==> config.mk <==
export PLATFORM = sky130hd
export DESIGN_NAME = stopwatch_core
export DESIGN_NICKNAME = d
export VERILOG_FILES = /design/src/rtl/stopwatch_core.sv
export SDC_FILE = /design/constraint.sdc
export NUM_CORES = 1
export LEC_CHECK = 0
export ABC_AREA = 0
export CAP_MARGIN = 20
export CELL_PAD_IN_SITES_DETAIL_PLACEMENT = 1
export CELL_PAD_IN_SITES_GLOBAL_PLACEMENT = 1
export CORE_MARGIN = 2
export CORE_UTILIZATION = 43
export DETAILED_ROUTE_END_ITERATION = 16
export PLACE_DENSITY = 0.76
export RECOVER_POWER = 50
export SYNTH_ARGS = -nofsm -noshare
export SYNTH_HDL_FRONTEND = slang
export SYNTH_SLANG_ARGS = --single-unit
==> constraint.sdc <==
create_clock -name clk -period 2.1 [get_ports clk]
set_input_delay 0.21 -clock clk [delete_from_list [all_inputs] [get_ports clk]]
set_output_delay 0.21 -clock clk [all_outputs]
set_load 0.01 [all_outputs]
==> src/rtl/stopwatch_core.sv <==
// stopwatch_core: BCD mm:ss.cc chronometer count with run/pause, lap freeze and clear.
// The count advances on rising edges of the 100 Hz divider output while running.
module stopwatch_core #(
  parameter int unsigned MIN_MAX = 59
) (
  input  logic       clk,
  input  logic       rst,
  input  logic       tick_in,
  input  logic       start_stop,
  input  logic       lap,
  input  logic       clear,
  output logic [3:0] cs_t,
  output logic [3:0] cs_u,
  output logic [3:0] s_t,
  output logic [3:0] s_u,
  output logic [3:0] m_t,
  output logic [3:0] m_u,
  output logic       running,
  output logic       lap_active,
  output logic       ovf
);

  localparam int unsigned DIGIT_W = 4;
  localparam int unsigned COUNT_W = 6 * DIGIT_W;

  // BCD digits of the highest legal minutes value
  localparam logic [DIGIT_W-1:0] MT_MAX = DIGIT_W'(MIN_MAX / 10);
  localparam logic [DIGIT_W-1:0] MU_MAX = DIGIT_W'(MIN_MAX % 10);

  typedef enum logic [1:0] {
    ST_IDLE  = 2'd0,
    ST_RUN   = 2'd1,
    ST_PAUSE = 2'd2
  } state_e;

  state_e               state_q, state_d;
  logic                 tick_q, tick_d;
  logic                 ss_q, ss_d;
  logic                 lap_q, lap_d;
  logic                 clr_q, clr_d;
  logic [COUNT_W-1:0]   count_q, count_d;
  logic [COUNT_W-1:0]   snap_q, snap_d;
  logic                 lap_active_q, lap_active_d;
  logic                 ovf_q, ovf_d;
  logic                 running_q, running_d;

  logic                 tick_ev, ss_ev, lap_ev, clr_ev;
  logic                 clr_do;

  logic [DIGIT_W-1:0]   c_cs_u, c_cs_t, c_s_u, c_s_t, c_m_u, c_m_t;
  logic [DIGIT_W-1:0]   n_cs_u, n_cs_t, n_s_u, n_s_t, n_m_u, n_m_t;
  logic [COUNT_W-1:0]   inc_count;
  logic                 inc_wrap;

  // Rising-edge events against the previous sampled level
  assign tick_ev = tick_in    & ~tick_q;
  assign ss_ev   = start_stop & ~ss_q;
  assign lap_ev  = lap        & ~lap_q;
  assign clr_ev  = clear      & ~clr_q;

  // A clear only takes effect outside RUN; when it does it pre-empts the other buttons
  assign clr_do  = clr_ev & (state_q != ST_RUN);

  // Live count digit fields, packed {m_t, m_u, s_t, s_u, cs_t, cs_u}
  assign c_cs_u = count_q[ 3: 0];
  assign c_cs_t = count_q[ 7: 4];
  assign c_s_u  = count_q[11: 8];
  assign c_s_t  = count_q[15:12];
  assign c_m_u  = count_q[19:16];
  assign c_m_t  = count_q[23:20];

  // Live count plus one centisecond, with BCD carries and minutes wrap
  always_comb begin
    n_cs_u   = c_cs_u + 4'd1;
    n_cs_t   = c_cs_t;
    n_s_u    = c_s_u;
    n_s_t    = c_s_t;
    n_m_u    = c_m_u;
    n_m_t    = c_m_t;
    inc_wrap = 1'b0;
    if (c_cs_u == 4'd9) begin
      n_cs_u = 4'd0;
      if (c_cs_t != 4'd9) begin
        n_cs_t = c_cs_t + 4'd1;
      end else begin
        n_cs_t = 4'd0;
        if (c_s_u != 4'd9) begin
          n_s_u = c_s_u + 4'd1;
        end else begin
          n_s_u = 4'd0;
          if (c_s_t != 4'd5) begin
            n_s_t = c_s_t + 4'd1;
          end else begin
            n_s_t = 4'd0;
            if ((c_m_t == MT_MAX) && (c_m_u == MU_MAX)) begin
              n_m_t    = 4'd0;
              n_m_u    = 4'd0;
              inc_wrap = 1'b1;
            end else if (c_m_u == 4'd9) begin
              n_m_u = 4'd0;
              n_m_t = c_m_t + 4'd1;
            end else begin
              n_m_u = c_m_u + 4'd1;
            end
          end
        end
      end
    end
    inc_count = {n_m_t, n_m_u, n_s_t, n_s_u, n_cs_t, n_cs_u};
  end

  // Next state, count, lap snapshot and flags; tick judged on the pre-transition state
  always_comb begin
    state_d      = state_q;
    tick_d       = tick_in;
    ss_d         = start_stop;
    lap_d        = lap;
    clr_d        = clear;
    count_d      = count_q;
    snap_d       = snap_q;
    lap_active_d = lap_active_q;
    ovf_d        = ovf_q;

    if ((state_q == ST_RUN) && tick_ev) begin
      count_d = inc_count;
      if (inc_wrap) begin
        ovf_d = 1'b1;
      end
    end

    if (clr_do) begin
      state_d      = ST_IDLE;
      count_d      = '0;
      snap_d       = '0;
      lap_active_d = 1'b0;
      ovf_d        = 1'b0;
    end else if (ss_ev) begin
      case (state_q)
        ST_IDLE:  state_d = ST_RUN;
        ST_RUN:   state_d = ST_PAUSE;
        ST_PAUSE: state_d = ST_RUN;
        default:  state_d = ST_IDLE;
      endcase
    end else if (lap_ev) begin
      if (lap_active_q) begin
        lap_active_d = 1'b0;
      end else if (state_q == ST_RUN) begin
        snap_d       = count_q;
        lap_active_d = 1'b1;
      end
    end

    running_d = (state_d == ST_RUN);
  end

  // State and datapath registers
  always_ff @(posedge clk or negedge rst) begin
    if (!rst) begin
      state_q      <= ST_IDLE;
      tick_q       <= 1'b0;
      ss_q         <= 1'b0;
      lap_q        <= 1'b0;
      clr_q        <= 1'b0;
      count_q      <= '0;
      snap_q       <= '0;
      lap_active_q <= 1'b0;
      ovf_q        <= 1'b0;
      running_q    <= 1'b0;
    end else begin
      state_q      <= state_d;
      tick_q       <= tick_d;
      ss_q         <= ss_d;
      lap_q        <= lap_d;
      clr_q        <= clr_d;
      count_q      <= count_d;
      snap_q       <= snap_d;
      lap_active_q <= lap_active_d;
      ovf_q        <= ovf_d;
      running_q    <= running_d;
    end
  end

  // Display selects the frozen snapshot while a lap is held
  assign {m_t, m_u, s_t, s_u, cs_t, cs_u} = lap_active_q ? snap_q : count_q;
  assign running    = running_q;
  assign lap_active = lap_active_q;
  assign ovf        = ovf_q;

endmodule

# After elaboration in Yosys (flattened, before gate mapping)
# Index checks and enable logic that the tools add are counted.
[word_totals]
in_bits = 6
reg_bits = 57
out_inout_bits = 27
[classes]
eq_ne = 15
mux = 46
bitwise_logic = 9
add_sub_neg = 6
reduce_logical = 18
[op_table]
columns = ["op", "count"]
rows = [
  ["2-to-1 mux 24 bit", 8],
  ["2-to-1 mux 4 bit", 22],
  ["adder 4 x 1 -> 4 bit, second input constant", 6],
  ["2-to-1 mux 1 bit", 13],
  ["nonzero test 2 bit", 5],
  ["== test 4 bit, second input constant", 2],
  ["!= test 4 bit, second input constant", 2],
  ["AND reduction 4 bit", 2],
  ["!= test 2 x 1 -> 1 bit, second input constant", 3],
  ["!= test 2 bit, second input constant", 3],
  ["AND reduction 2 bit", 3],
  ["AND reduction 6 bit", 1],
  ["AND 1 bit", 5],
  ["AND reduction 5 bit", 1],
  ["== test 2 x 1 -> 1 bit, second input constant", 2],
  ["== test 4 x 3 -> 1 bit, second input constant", 1],
  ["2-to-1 mux 2 bit", 2],
  ["!= test 4 x 3 -> 1 bit, second input constant", 1],
  ["inverter 1 bit", 4],
  ["one-hot mux 2 bit (2 select lines)", 1],
  ["AND reduction 3 bit", 1],
  ["nonzero test 3 bit", 1],
  ["== test 2 bit, second input constant", 1],
  ["logical AND 1 bit", 2],
  ["other kinds (2)", 2],
]

# Longest topological paths before layout
# Gate-level depths: netlist of the first run.
[logic_depth]
word_depth = 10
ltp_mapped = 8

# Worst setup path before layout of the first run
# No wires, ideal clock.
[synth_path]
path_kind = "flip-flop to flip-flop"
startpoint = "register count_q[5]"
endpoint = "register count_q[16]"
period_less_slack_ns = 1.788
stages_incl_launch_ff = 8
path_buffers = 1
setup_time_ns = 0.078
setup_slack_ns = 0.312
arrival_ns = 1.710
required_time_ns = 2.022
cell_sequence = "dfrtp_1 inv_1 ha_1 and3b_2 nand4_4 buf_6 or4_1 a21oi_1"
[synth_via]
elab_chain_cells = 3
[synth_rtl]
columns = ["element", "line", "text"]
rows = [
  ["start, declared", "41", "logic [COUNT_W-1:0] count_q, count_d;"],
  ["start signal, assigned", "175", "count_q <= count_d;"],
  ["!= test 4 bit", "83", "if (c_cs_t != 4'd9) begin"],
  ["!= test 2 bit (no source line)", "n/a", ""],
  ["AND reduction 5 bit (no source line)", "n/a", ""],
]
# No other way between the ends.
# A chain may end at the register's enable or synchronous reset.

# Worst setup path in the final report of the first run
[layout_path]
startpoint = "input tick_in"
endpoint = "register count_q[11]"
[layout_via]
elab_chain_cells = 4
[layout_rtl]
columns = ["element", "line", "text"]
rows = [
  ["start, declared", "8", "input logic tick_in,"],
  ["AND 1 bit", "56", "assign tick_ev = tick_in & ~tick_q;"],
  ["logical AND 1 bit", "124", "if ((state_q == ST_RUN) && tick_ev) begin"],
  ["nonzero test 2 bit (no source line)", "n/a", ""],
  ["AND reduction 3 bit (no source line)", "n/a", ""],
]
# No other way between the ends.

==> results.yml, run 1 <==
status:
  status: "finished, final reports clean"
timing:
  fmax_mhz: 491
  setup_viol: 0
  setup_tns_ps: 0
  worstMarginPinSlew_ps: 1330
  skew_ps: 13.4
  rsz0062_at_grt: "true"
  slew_violations: 0
  fin_crit_ps: 2040
  final.period_utilization_pct: 97.1
  report.final.hold_viol_count: 0
  relSlewSlack_pct: 11.1
yosys:
  synth_edf_count: 0
  syn_area_per_cell_sq_um: 9.52
  synth.area.top_cells: "dfrtp_1 (48%), nand2_1 (8.0%), mux2_2 (6.9%), ha_1 (5.1%), a21oi_1 (4.4%)"
  synth_cell_types: 41
  synth_cells: 310
  synth.net_count: 328
  ys_warn_count: 0
  synth_commonest_cells: "nand2_1 (63), dfrtp_1 (57), a21oi_1 (26)"
  async_reset_ff_share_pct: 100
  synth_top_cell_area_share_pct: 48.3
  yosysMostFrequentCell: "nand2_1"
  ys_seq_area_share_pct: 48.3
  ys_ff_latch: 57
  yosys.area.top_type: "dfrtp_1"
  netlist_area_sq_mm: 0.00295
  yosys_most_used_dff: "dfrtp_1"
floorplan:
  die_h_um: 86.9
  die_area_sq_mm: 0.00754
  coreArea_sq_mm: 0.00672
  die_x_um: 86.9
  start_util_pct: 43.9
  ioPinCount: 33
  num_rows: 30
global_route:
  antenna_found_initial: 0
  grt_pass1_wl_um: 12800
  grt_max_degree: 25
  grtUsageTotal_pct: 22.3
  grt_pass1_vias: 2524
  grt.overflow.total: 0
critical_path:
  endpoint_kind: "flip-flop"
  r2r-end: "count_q[11]"
  crit_end: "count_q[11]"
  reg2reg_slack_ps: 70
  ff2ff_path_depth: 5
  worstSetupStartpoint: "tick_in"
  crit_type: "input pin to flip-flop"
  r2r-start: "state_q[1]"
  critPathArrivalTime_ps: 2290
  cp.required_ps: 2350
  crit_fanout: 8
  start_kind: "input pin"
detailed_routing:
  routed_via_density: 5.59
  wl_met2_um: 3680
  drt-met1-wl_um: 3760
  top_layer_used: "met4"
  wire_per_inst_um: 17.3
  wirelength_um: 7800
  antenna_left: 0
  remaining_drc_errors: 0
  vias: 2519
  drt_iter0_markers: 111
  first_pass_iters: 4
  met3_length_um: 237
final_layout:
  final_util_pct: 55.3
  design_area_sq_mm: 0.00372
  drive_gt1_share_pct: 18.6
  seqCellArea_sq_mm: 0.00143
  fillerInstances: 744
  fin_cells: 451
  nNetsFinal: 384
  multi_input_area_sq_mm: 0.00145
  diodes: 0
  area_growth_pct: 25.9
cts:
  cts_tree: "done"
  numCtsBuffers: 9
  clk_pin_slew_ps: 60
  numClockSinks: 57
  clockRootBuffer: "clkbuf_8"
  clock_latency_ps: 340
  clock_path_buffers: 2
  cts.htree.levels: 3
worst_hold_path:
  hold_class: "input pin to flip-flop"
power:
  swShare_pct: 30.9
  p_leak_nw: 1.68
  p_switching_w: 0.000852
  sequentialPowerShare_pct: 43.7
  p_clk_share_pct: 33.8
  power.density_mw_per_mm2: 742
  p_int_w: 0.00191
  power.share.combinational_pct: 22.5
  ir_drop_mv: 0.352
flow_run:
  cap_violations: 0
placed_design:
  place_inst: 428
  port_buffers: 32
  place.gp.congestion: 0.761
  dp_hpwl_um: 5130
  placed_cell_area_sq_mm: 0.00347
## worst min path at each step
stage	startpoint	to	slack (ps)	cells past startpoint
6_report	start_stop	ss_q	460	1
5_1_grt	start_stop	ss_q	450	1
4_1_cts	start_stop	ss_q	330	1
3_5_place_dp	rst	snap_q[22]	230	1
3_3_place_gp	rst	snap_q[22]	230	1
2_1_floorplan	rst	clr_q	-90	0
## cells in the final DEF, fill, tap and decap left out, types with 6 or more instances in the layout
cell type,synthesis,routed
dlygate4sd3_1,0,7
or4_1,10,10
nand3_1,18,18
o21ai_0,18,18
clkdlybuf4s50_1,0,25
buf_4,0,25
inv_1,10,10
or3_1,6,6
mux2_2,18,18
clkbuf_8,0,11
dfrtp_1,57,57
nand2_1,63,63
ha_1,12,12
nor2_1,8,8
a21oi_1,26,25
## metal layers
metal	up-vias	track usage, %
li1	1208	-
met1	1267	31.0
met2	34	34.4
met3	10	4.74
met4	0	7.67
met5	-	0
## critical path, stage by stage
cell and delay (ps):
dlygate4sd3_1 580, and4bb_1 420, buf_4 220, nand3_2 150, or4_1 520, a31oi_1 190
## through the flow
| step | setup slack (ps) | total power [W] | hold slack (ps) |
|---|---|---|---|
| global placement | 72.3 | 0.00183 | 228 |
| global route | -14.7 | 0.00290 | 452 |
| CTS | 22.7 | 0.00280 | 329 |
| floorplan | 312 | 0.00157 | -85.6 |
| detailed placement | 39.6 | 0.00186 | 227 |
| finish | 61.4 | 0.00276 | 461 |
## logic make-up (layout without fill, tap and decap cells)
| family | count (synthesis) | after routing | synth area share (%) |
|---|---|---|---|
| compound gates | 62 | 62 | 11.8 |
| simple gates | 130 | 132 | 22.8 |
| fa+ha+maj | 12 | 12 | 5.09 |
| flops | 57 | 57 | 48.3 |
| mux | 20 | 20 | 7.55 |
| xor+xnor | 1 | 1 | 0.297 |
| buf+inv | 28 | 87 | 4.11 |
## flip-flops by register name, indices dropped and copies added (netlist names)
name / count
snap_q: 24
count_q: 24
state_q: 2
running: 1
tick_q: 1
ovf: 1
lap_q: 1
ss_q: 1
clr_q: 1
lap_active: 1
## timing repair
action | 4_1_cts | 5_1_grt
buffers inserted | 0 | 4
resized for setup | 0 | 3
setup endpoints to repair | 0 | 11
hold buffers | 1 | 0
endpoints found under the hold margin | 21 | 0
## cell type report
| class | count | share of cell area [%] |
|---|---|---|
| Multi-Input combinational cell | 227 | 39.0 |
| Sequential cell | 57 | 38.4 |
| Timing Repair Buffer | 61 | 14.2 |
| Clock buffer | 14 | 4.38 |
| Tap cell | 80 | 2.69 |
| Inverter | 10 | 1.01 |
| Clock inverter | 2 | 0.337 |
## power groups by stage
stage | Clock (W) | Combinational (W) | Sequential (W)
after global routing | 0.00101 | 0.000682 | 0.00121
after global placement | 0 | 0.000616 | 0.00122
final | 0.000933 | 0.000620 | 0.00121
after detailed placement | 0 | 0.000629 | 0.00123
after floorplan | 0 | 0.000341 | 0.00123
after CTS | 0.000960 | 0.000633 | 0.00121
Note: power is estimated with default switching activity, not from simulation.
==> run 2: changes to the inputs <==
--- a/config.mk
+++ b/config.mk
@@ -14,6 +14,7 @@
 export DETAILED_ROUTE_END_ITERATION = 16
 export PLACE_DENSITY = 0.76
 export RECOVER_POWER = 50
+export SKIP_CTS_REPAIR_TIMING = 1
 export SYNTH_ARGS = -nofsm -noshare
 export SYNTH_HDL_FRONTEND = slang
 export SYNTH_SLANG_ARGS = --single-unit
==> run 2 against run 1 <==
  * Hold slack lost 1.0 ps
  * Sequential power is essentially flat
  * Final cell count is the same
  * Sequential cell count is the same
  * Worst setup slack gained 12 ps
  * Register-to-register slack is essentially flat
  * Die area is the same
  * First-iteration DRC count grew 6.3%
  * Clock skew is essentially flat
  * Critical path type unchanged
  * Critical endpoint unchanged
==> results.yml, run 2 (same netlist as run 1, synthesis figures left out) <==
flow_run:
  cap_violations: 0
timing:
  report.final.hold_viol_count: 0
  worstMarginPinSlew_ps: 1330
  setup_viol: 0
  fmax_mhz: 493
  relSlewSlack_pct: 11.0
  hold_slack_ps: 460
  rsz0062_at_grt: "true"
  final.period_utilization_pct: 96.5
  slew_violations: 0
  skew_ps: 13.3
  fin_crit_ps: 2030
final_layout:
  area_growth_pct: 25.9
  drive_gt1_share_pct: 18.6
  design_area_sq_mm: 0.00372
  layout_common_cells: "nand2_1 (63), dfrtp_1 (57), a21oi_1 (25), clkdlybuf4s50_1 (25), buf_4 (25)"
  nNetsFinal: 384
  top_regs: "count_q x24, snap_q x24, state_q x2"
  diodes: 0
  layout_commonest_cell: "nand2_1"
global_route:
  grt.overflow.total: 0
  antenna_found_initial: 0
  grt_pass1_vias: 2524
  grt_pass1_wl_um: 12800
  grtUsageTotal_pct: 22.3
  grt_max_degree: 25
cts:
  numClockSinks: 57
  clock_latency_ps: 340
  numCtsBuffers: 9
  clockRootBuffer: "clkbuf_8"
  cts_tree: "done"
  cts.htree.levels: 3
  clk_pin_slew_ps: 60
  clock_path_buffers: 2
floorplan:
  start_util_pct: 43.9
  die_h_um: 86.9
  coreArea_sq_mm: 0.00672
  ioPinCount: 33
  die_area_sq_mm: 0.00754
  num_rows: 30
  die_x_um: 86.9
placed_design:
  dp_hpwl_um: 5130
  place.gp.congestion: 0.761
  placed_cell_area_sq_mm: 0.00347
  port_buffers: 32
power:
  p_switching_w: 0.000847
  ir_drop_mv: 0.352
  p_clk_share_pct: 33.7
  power.share.combinational_pct: 22.5
  sequentialPowerShare_pct: 43.8
  swShare_pct: 30.8
  p_int_w: 0.00191
  p_leak_nw: 1.68
  power.density_mw_per_mm2: 740
  power_w: 0.00275
detailed_routing:
  drt_iter0_markers: 118
  remaining_drc_errors: 0
  wirelength_um: 7780
  wire_per_inst_um: 17.3
  vias: 2524
  antenna_left: 0
  routed_via_density: 5.60
  first_pass_iters: 4
critical_path:
  ff2ff_path_depth: 5
  crit_fanout: 8
  crit_type: "input pin to flip-flop"
  r2r-start: "state_q[1]"
  endpoint_kind: "flip-flop"
  r2r-end: "count_q[11]"
  worstSetupStartpoint: "tick_in"
  cp.required_ps: 2350
  start_kind: "input pin"
  reg2reg_slack_ps: 80
  critPathArrivalTime_ps: 2280
worst_hold_path:
  hold_class: "input pin to flip-flop"
  whs_path_depth: 1
  hold_end: "ss_q"
  hold_path.startpoint: "start_stop"
status:
  status: "finished, final reports clean"
[run 2: per-stage QoR]
stage          utilization, %  setup TNS [ps]  cells  setup WS (ps)
6_report                 55.3               0    451           73.2
5_1_grt                  55.3           -33.4    451          -14.7
4_1_cts                  54.2               0    444           22.7
3_5_place_dp             51.6               0    428           39.6
3_3_place_gp             51.6               0    428           72.3
2_1_floorplan               -               0    310            312
[run 2: worst max-delay path by stage]
stage,endpoint,depth (start not counted)
CTS,count_q[13],7
finish,count_q[11],6
global route,count_q[11],6
global placement,count_q[13],6
detailed placement,count_q[11],6
floorplan,count_q[16],7
[run 2: critical path: stages]
cell,delay (ps)
dlygate4sd3_1,570
and4bb_1,410
buf_4,220
nand3_2,150
or4_1,520
a31oi_1,190
[run 2: cell type report]
class,count,area (sq um)
Clock inverter,2,12.5
Timing Repair Buffer,61,529
Clock buffer,14,163
Tap cell,80,100
Fill cell,744,3000
Sequential cell,57,1430
Inverter,10,37.5
Multi-Input combinational cell,227,1450
[run 2: power groups by stage]
stage	Sequential, W	Combinational (W)	Clock, W
finish	0.00121	0.000619	0.000928
global route	0.00121	0.000682	0.00101
CTS	0.00121	0.000632	0.000960
detailed placement	0.00123	0.000629	0
global placement	0.00122	0.000616	0
floorplan	0.00123	0.000341	0
[run 2: metal layers]
layer | up-vias | global-route usage (%) | routed length, um
met2 | 39 | 34.4 | 3690
li1 | 1208 | - | -
met1 | 1267 | 31.0 | 3730
met5 | - | 0 | 0
met4 | 0 | 7.67 | 119
met3 | 10 | 4.74 | 242
